--- config.mk ---
export PLATFORM = sky130hd
export DESIGN_NAME = fetch_sequencer
export DESIGN_NICKNAME = d
export VERILOG_FILES = /design/src/rtl/fetch_sequencer.sv
export SDC_FILE = /design/constraint.sdc
export NUM_CORES = 1
export LEC_CHECK = 0
export ABC_AREA = 1
export CAP_MARGIN = 20
export CORE_ASPECT_RATIO = 0.8
export CORE_MARGIN = 5
export CORE_UTILIZATION = 55
export DETAILED_ROUTE_END_ITERATION = 8
export PLACE_DENSITY_LB_ADDON = 0.15
export REMOVE_ABC_BUFFERS = 1
export SLEW_MARGIN = 25
export SYNTH_ARGS = -nofsm -noshare
export SYNTH_HDL_FRONTEND = slang
export SYNTH_SLANG_ARGS = --single-unit
--- constraint.sdc ---
create_clock -name clk -period 6.08 [get_ports clk]
set_clock_uncertainty 0.15 [all_clocks]
set_input_delay 1.216 -clock clk [delete_from_list [all_inputs] [get_ports clk]]
set_output_delay 1.216 -clock clk [all_outputs]
set_load 0.005 [all_outputs]
--- src/rtl/fetch_sequencer.sv ---
// fetch_sequencer: owns the PC, reads instruction_memory and queues {pc, inst} in a 2-entry prefetch buffer for decode.
// Latency: start sampled at edge N -> START_ADR on read_adr in N+1 -> out_valid from N+2; redirect at R -> target fetched in R+1.
// Backpressure: out_ready low lets the buffer fill to 2, then fetch stalls; a redirect flushes regardless of out_ready.
// Optional feature macro: FETCH_WRAP_EN (PC wraps to 0 at end of memory instead of draining and halting).

module fetch_sequencer #(
  parameter int ADDR_W    = 32,
  parameter int DATA_W    = 32,
  parameter int MEM_DEPTH = 9,
  parameter int START_ADR = 0
) (
  input  logic              clk,
  input  logic              reset_n,
  input  logic              start,
  output logic [ADDR_W-1:0] read_adr,
  input  logic [DATA_W-1:0] inst_in,
  input  logic              redirect_valid,
  input  logic [ADDR_W-1:0] redirect_adr,
  output logic              out_valid,
  input  logic              out_ready,
  output logic [DATA_W-1:0] out_inst,
  output logic [ADDR_W-1:0] out_pc,
  output logic              busy,
  output logic              halted
);

  localparam logic [ADDR_W-1:0] LIMIT    = ADDR_W'(MEM_DEPTH * 4);
  localparam logic [ADDR_W-1:0] START    = ADDR_W'(START_ADR);
  localparam logic [ADDR_W-1:0] WORD_MSK = ~ADDR_W'(3);

  typedef enum logic [1:0] {
    ST_IDLE  = 2'd0,
    ST_RUN   = 2'd1,
    ST_DRAIN = 2'd2,
    ST_HALT  = 2'd3
  } state_t;

  state_t state_q, state_d;

  logic [ADDR_W-1:0] pc_q, pc_d;
  logic [1:0]        count_q, count_d;

  // Entry 0 is always the head; entry 1 is only meaningful when count_q == 2.
  logic [ADDR_W-1:0] pc0_q, pc0_d, pc1_q, pc1_d;
  logic [DATA_W-1:0] inst0_q, inst0_d, inst1_q, inst1_d;

  logic              redir_act;
  logic              redir_in_range;
  logic [ADDR_W-1:0] redir_tgt;
  logic              start_act;
  logic              pop;
  logic              fetch;
  logic [ADDR_W-1:0] pc_inc;
  logic              pc_end;

  // Decode this cycle's events; a redirect outranks start, push and pop.
  always_comb begin
    redir_tgt      = redirect_adr & WORD_MSK;
    redir_in_range = (redir_tgt < LIMIT);
    redir_act      = redirect_valid && (state_q != ST_IDLE);
    start_act      = start && !redir_act &&
                     ((state_q == ST_IDLE) || (state_q == ST_HALT));
    pop            = (count_q != 2'd0) && out_ready;
    fetch          = (state_q == ST_RUN) && !redir_act &&
                     ((count_q != 2'd2) || pop);
    pc_inc         = pc_q + ADDR_W'(4);
    pc_end         = (pc_inc == LIMIT);
  end

  // FSM state register.
  always_ff @(posedge clk or negedge reset_n) begin
    if (!reset_n) begin
      state_q <= ST_IDLE;
    end else begin
      state_q <= state_d;
    end
  end

  // FSM next-state logic.
  always_comb begin
    state_d = state_q;
    if (redir_act) begin
      if (redir_in_range) begin
        state_d = ST_RUN;
      end else begin
`ifdef FETCH_WRAP_EN
        state_d = ST_RUN;
`else
        // Out-of-range target: RUN winds down, DRAIN/HALT stay put.
        if (state_q == ST_RUN) begin
          state_d = ST_DRAIN;
        end
`endif
      end
    end else begin
      unique case (state_q)
        ST_IDLE: begin
          if (start_act) state_d = ST_RUN;
        end
        ST_RUN: begin
`ifdef FETCH_WRAP_EN
          state_d = ST_RUN;
`else
          if (fetch && pc_end) state_d = ST_DRAIN;
`endif
        end
        ST_DRAIN: begin
          if (count_q == 2'd0) state_d = ST_HALT;
        end
        ST_HALT: begin
          if (start_act) state_d = ST_RUN;
        end
        default: state_d = ST_IDLE;
      endcase
    end
  end

  // FSM outputs and buffer head presentation.
  always_comb begin
    busy      = (state_q == ST_RUN) || (state_q == ST_DRAIN);
    halted    = (state_q == ST_HALT);
    out_valid = (count_q != 2'd0);
    read_adr  = pc_q;
    out_pc    = pc0_q;
    out_inst  = inst0_q;
  end

  // Next PC: redirect target, restart address, or sequential increment.
  always_comb begin
    pc_d = pc_q;
    if (redir_act) begin
      if (redir_in_range) begin
        pc_d = redir_tgt;
      end else begin
`ifdef FETCH_WRAP_EN
        pc_d = '0;
`else
        // Clamp so the PC never points past the end of memory.
        pc_d = LIMIT;
`endif
      end
    end else if (start_act) begin
      pc_d = START;
    end else if (fetch) begin
`ifdef FETCH_WRAP_EN
      pc_d = pc_end ? '0 : pc_inc;
`else
      pc_d = pc_inc;
`endif
    end
  end

  // Prefetch buffer: flush on redirect, otherwise push at tail / pop from head.
  always_comb begin
    count_d = count_q;
    pc0_d   = pc0_q;
    inst0_d = inst0_q;
    pc1_d   = pc1_q;
    inst1_d = inst1_q;
    if (redir_act) begin
      count_d = 2'd0;
    end else begin
      unique case ({fetch, pop})
        2'b10: begin
          if (count_q == 2'd0) begin
            pc0_d   = pc_q;
            inst0_d = inst_in;
          end else begin
            pc1_d   = pc_q;
            inst1_d = inst_in;
          end
          count_d = count_q + 2'd1;
        end
        2'b01: begin
          pc0_d   = pc1_q;
          inst0_d = inst1_q;
          count_d = count_q - 2'd1;
        end
        2'b11: begin
          // Count is unchanged; the new word lands behind whatever remains.
          if (count_q == 2'd1) begin
            pc0_d   = pc_q;
            inst0_d = inst_in;
          end else begin
            pc0_d   = pc1_q;
            inst0_d = inst1_q;
            pc1_d   = pc_q;
            inst1_d = inst_in;
          end
        end
        default: begin
          count_d = count_q;
        end
      endcase
    end
  end

  // PC and buffer registers.
  always_ff @(posedge clk or negedge reset_n) begin
    if (!reset_n) begin
      pc_q    <= START;
      count_q <= 2'd0;
      pc0_q   <= '0;
      inst0_q <= '0;
      pc1_q   <= '0;
      inst1_q <= '0;
    end else begin
      pc_q    <= pc_d;
      count_q <= count_d;
      pc0_q   <= pc0_d;
      inst0_q <= inst0_d;
      pc1_q   <= pc1_d;
      inst1_q <= inst1_d;
    end
  end

  // Structural invariants of the buffer and PC.
  a_count_max: assert property (@(posedge clk) disable iff (!reset_n)
    count_q <= 2'd2);
  a_pc_bound: assert property (@(posedge clk) disable iff (!reset_n)
    pc_q <= LIMIT);
  a_head_stable: assert property (@(posedge clk) disable iff (!reset_n)
    (out_valid && !out_ready && !redir_act) |=> ($stable(out_pc) && $stable(out_inst)));
  a_no_fetch_idle: assert property (@(posedge clk) disable iff (!reset_n)
    (state_q == ST_IDLE) |-> (count_q == 2'd0));

endmodule

# Yosys cells after proc, flatten, opt, wreduce, memory -nomap -nowiden

Cells that the tools add are included.

Word-level logic and storage cells: 76
Flip-flop bits (word level): 164

Bitwise gates (word level): 1
Equal/unequal tests: 16
$lt $le $gt $ge: 1
Add/sub/neg operators: 3
Reduce and logical (&&, ||, !) cells: 23
Muxes and demuxes: 25

Operators with widths:

| operator                                               | count |
|---|---|
| 2-to-1 mux 32 bit                                      | 12 |
| case mux 32 bit (3 select lines)                       | 2 |
| case mux 32 bit (2 select lines)                       | 2 |
| adder 32 x 3 -> 32 bit (second input constant)         | 1 |
| equality test 32 x 6 -> 1 bit (second input constant)  | 1 |
| < comparator 32 x 6 -> 1 bit (second input constant)   | 1 |
| 2-to-1 mux 2 bit                                       | 7 |
| nonzero test 3 bit                                     | 3 |
| equality test 2 bit (second input constant)            | 4 |
| inequality test 2 bit (second input constant)          | 4 |
| AND reduction 4 bit                                    | 2 |
| logical AND 1 bit                                      | 7 |
| equality test 2 x 1 -> 1 bit (second input constant)   | 3 |
| inequality test 3 x 1 -> 1 bit (second input constant) | 2 |
| case mux 2 bit (3 select lines)                        | 1 |
| nonzero test 2 bit                                     | 3 |
| zero test 2 bit                                        | 2 |
| case mux 2 bit (2 select lines)                        | 1 |
| logical OR 1 bit                                       | 3 |
| inequality test 3 x 2 -> 1 bit (second input constant) | 1 |
| inequality test 3 bit (second input constant)          | 1 |
| AND reduction 3 bit                                    | 1 |
| adder 2 x 1 -> 2 bit (second input constant)           | 1 |
| OR reduction 2 bit                                     | 1 |
| other kinds (3)                                        | 3 |

# Depth between registers and ports, before layout

Depth after elaboration: 9
Gate-level depth with buffers: 17

# Worst setup path before layout

No wires, ideal clock.

Path type: input-to-reg
Start: input port redirect_valid
End: register inst1_q[11]
Stages on the path: 8
Arrival: 2557 ps
Setup slack: 3248 ps
Library setup time: 125 ps
Cell sequence: nand2_2 nand2_2 inv_1 nand2_1 o2111ai_1 buf_2 buf_6 mux2_2

Word-level cells in the longest chain between the ends: 7
Elaborated cells between the ends (all ways): 12
Classes of those cells: eq/ne: 4; mux: 1; bitwise: 1; reduce/logical: 6

RTL lines:

| item                                                                  | RTL line | text |
|---|---|---|
| from (decl)                                                           | 17       | `input logic redirect_valid,` |
| logical AND 1 bit (*)                                                 | 60       | `redir_act = redirect_valid && (state_q != ST_IDLE);` |
| zero test 1 bit                                                       | 64       | `fetch = (state_q == ST_RUN) && !redir_act &&` |
| logical AND 1 bit (2 in a row)                                        | 64       |  |
| equality test 2 bit                                                   | 163      | `unique case ({fetch, pop})` |
| inequality test 2 bit (no line) or nonzero test 2 bit (tied branches) | n/a      |  |
| AND reduction 4 bit (no line)                                         | n/a      |  |
| to (signal assigned)                                                  | 213      | `inst1_q <= inst1_d;` |
| to (decl)                                                             | 45       | `logic [DATA_W-1:0] inst0_q, inst0_d, inst1_q, inst1_d;` |

Mark *: on every way between the ends. The rest lies on a longest branch, timed or not.
A chain may end at the register's enable or synchronous reset.

# Final worst setup path

Start: input port redirect_valid
End: register inst1_q[1]

Same word-level chain as after synthesis.

==> reports/metrics.yaml <==
clocking:
  clkSlewWorstSetupHoldPaths_ns: 0.06
  cts_tree: "done"
  insertion_delay_ns: 0.41
  cts_buffers: 17
  root_buffer: "clkbuf_16"
  cts_hold_buf: 0
  post_cts_resized: 0
  htreeDepth: 4
  cts_setup_buffers: 0
  clock-sinks: 158
  clockBufferDepth: 2
critical_path:
  cp.required_ns: 6.23
  crit_path_end_kind: "flop"
  worst_setup_path_start_kind: "input pin"
  crit_type: "in -> reg"
  rr_worst_depth: 10
  crit_fanout: 67
  critical_path_arrival_ns: 4.01
timing:
  whs_ns: 0.3365
  hold_violations: 0
  fin_crit_sh: 0.6351
  max_freq_mhz: 259.0
  drv_slew: 0
  finalSetupViolations: 0
  worstMarginPinSlew_ns: 0.8043
  relSlewSlack: 0.4636
  rsz0062_at_grt: "no"
  fin_crit_ns: 3.861
  final.setup.tns_ns: 0
detailed_routing:
  drc_errors: 0
  drt-vias-per-instance: 5.409
  totalWireLength_mm: 19.30
  drt_iter0_drc: 440
  firstDrtPassIters: 5
  wl_per_cell_um: 15.34
  postRouteAntennaNets: 0
  vias: 6804
floorplan:
  initial_core_util: 0.5682
  die_h_um: 116.4
  die_x_um: 143.0
  io_pins: 168
  dieArea_um2: 16640
  core-area_um2: 13690
  rows: 38
global_route:
  grt_max_degree: 125
  grt_use_total: 0.2403
  grt_pass1_vias: 6733
  grt_pass1_wl_mm: 32.57
  antenna_found_initial: 0
  overflow: 0
final_layout:
  fin_util: 0.7379
  n_antenna_cell: 0
  final_area_um2: 10100
  layout.nets: 1144
  drive_gt1_frac: 0.09091
  area_growth_pct: 29.88
pwr:
  leakagePower_nw: 4.289
  p_total_w: 0.004617
  vdd_drop_max_mv: 0.2947
  power_density_nw_per_um2: 456.9
hold_path:
  holdPathStages: 2
  min_path_type: "reg -> reg"
synthesis:
  synth_area_um2: 7780
  syn_inst: 925
  synth.distinct_cells: 32
  syn_area_per_cell_um2: 8.411
  ys_seq_area_frac: 0.5082
  yosysWarnings: 0
  ys_seq_elements: 158
placed_design:
  dp_hpwl_mm: 13.05
  place.port_buffers: 161
  routabilityCongestion: 0.9044
  postPlaceCellArea_um2: 9474
outcome:
  outcome: "finished clean"
flow_run:
  maxCapViolations: 0
[path summary, 6_finish.rpt]
check / endpoint / start / slack, ns
worst max-delay path: inst1_q[1] / redirect_valid / 2.22
worst min-delay path: pc1_q[17] / pc1_q[17] / 0.34
worst max register to register: inst1_q[1] / state_q[1] / 2.69
worst min register to register: pc1_q[17] / pc1_q[17] / 0.34
max in group asynchronous: read_adr[22] / reset_n / 4.10
min in group asynchronous: out_inst[7] / reset_n / 0.58
[cells in the final DEF, fill, tap and decap left out, drive strengths merged]
cell / count
a31oi: 63
and2: 2
clkbuf: 18
mux2: 32
bufinv: 3
o22ai: 9
xor2: 4
dfrtp: 158
o31ai: 1
clkinv: 2
buf: 9
nor2: 128
ha: 10
a32o: 1
inv: 61
nand2: 238
nand4: 4
conb: 4
o21bai: 1
nand3: 95
and3: 3
clkdlybuf4s50: 160
clkinvlp: 2
a21oi: 6
o21ai: 58
o2111ai: 1
nor4: 5
[worst max-delay path, stage by stage]
cell	delay [ns]
clkdlybuf4s50_1	0.41
nand2_2	0.20
nand2_2	0.10
inv_1	0.11
nand2_2	0.37
o2111ai_4	0.82
buf_12	0.35
mux2_2	0.37
[state kept, by name, summed over array words and instances, names as in the netlist]
| register | count |
|---|---|
| inst1_q | 32 |
| out_inst | 32 |
| out_pc | 30 |
| pc1_q | 30 |
| read_adr | 30 |
| count_q | 2 |
| state_q | 2 |
[cells by family (layout without fill, tap and decap cells)]
| group | after synthesis | after routing | synth area share |
|---|---|---|---|
| AO/OA/AOI/OAI | 140 | 140 | 0.1049 |
| adder cells (fa/ha/maj) | 10 | 10 | 0.01608 |
| AND/OR/NAND/NOR | 475 | 475 | 0.2597 |
| flip-flops | 158 | 158 | 0.5082 |
| buffers and inverters | 105 | 255 | 0.05983 |
| other | 1 | 4 | 0.0004820 |
| multiplexers | 32 | 32 | 0.04632 |
| XOR/XNOR | 4 | 4 | 0.004503 |
[metrics by stage]
stage          instances  setup slack [ns]
2_1_floorplan        877           -0.7913
3_3_place_gp        1226             1.849
3_5_place_dp        1226             1.793
4_1_cts             1258             2.211
5_1_grt             1258             1.970
6_report            1258             2.219
[layer usage]
| layer | part of all wire | GRT usage | up-vias |
|---|---|---|---|
| met1 | 0.46 | 0.3378 | 3192 |
| met2 | 0.46 | 0.3939 | 219 |
| met5 | 0 | 0 | - |
| met4 | 0.010 | 0.05003 | 0 |
| met3 | 0.070 | 0.04707 | 21 |
| li1 | - | - | 3372 |
[cells in the mapped netlist (all sizes together)]
| master | n | area (µm²) |
|---|---|---|
| ha | 10 | 125.1 |
| xor2 | 4 | 35.03 |
| inv | 54 | 202.7 |
| nor2 | 128 | 536.8 |
| dfrtp | 158 | 3954 |
| o31ai | 1 | 7.510 |
| buf | 27 | 172.7 |
| o21bai | 1 | 7.510 |
| nand3 | 95 | 475.5 |
| nor4 | 5 | 31.28 |
| nand4 | 4 | 25.02 |
| a21oi | 6 | 41.29 |
| a31oi | 63 | 394.1 |
| o21ai | 58 | 290.3 |
| o22ai | 9 | 56.30 |
| mux2 | 32 | 360.4 |
| clkbuf | 24 | 90.09 |
| o2111ai | 1 | 8.760 |
| nand2 | 238 | 920.9 |
| and2 | 2 | 12.51 |
| a32o | 1 | 10.01 |
| and3 | 3 | 18.77 |
| conb | 1 | 3.750 |
[report_power, final]
| group | switching [W] | leakage [nW] | internal, W |
|---|---|---|---|
| combinational | 0.000892 | 2.02 | 0.000878 |
| sequential | 0.000239 | 1.97 | 0.00148 |
| clock | 0.000464 | 0.301 | 0.000664 |
[final cells by class]
class,count,area (µm²)
Multi-Input combinational cell,665,3397
Tap cell,180,225.2
Sequential cell,158,3954
Inverter,54,202.7
Clock buffer,18,429.2
Fill cell,1082,3588
Timing Repair Buffer,169,1698
Clock inverter,14,198.9
No activity file was read; power rests on OpenSTA's default activity.
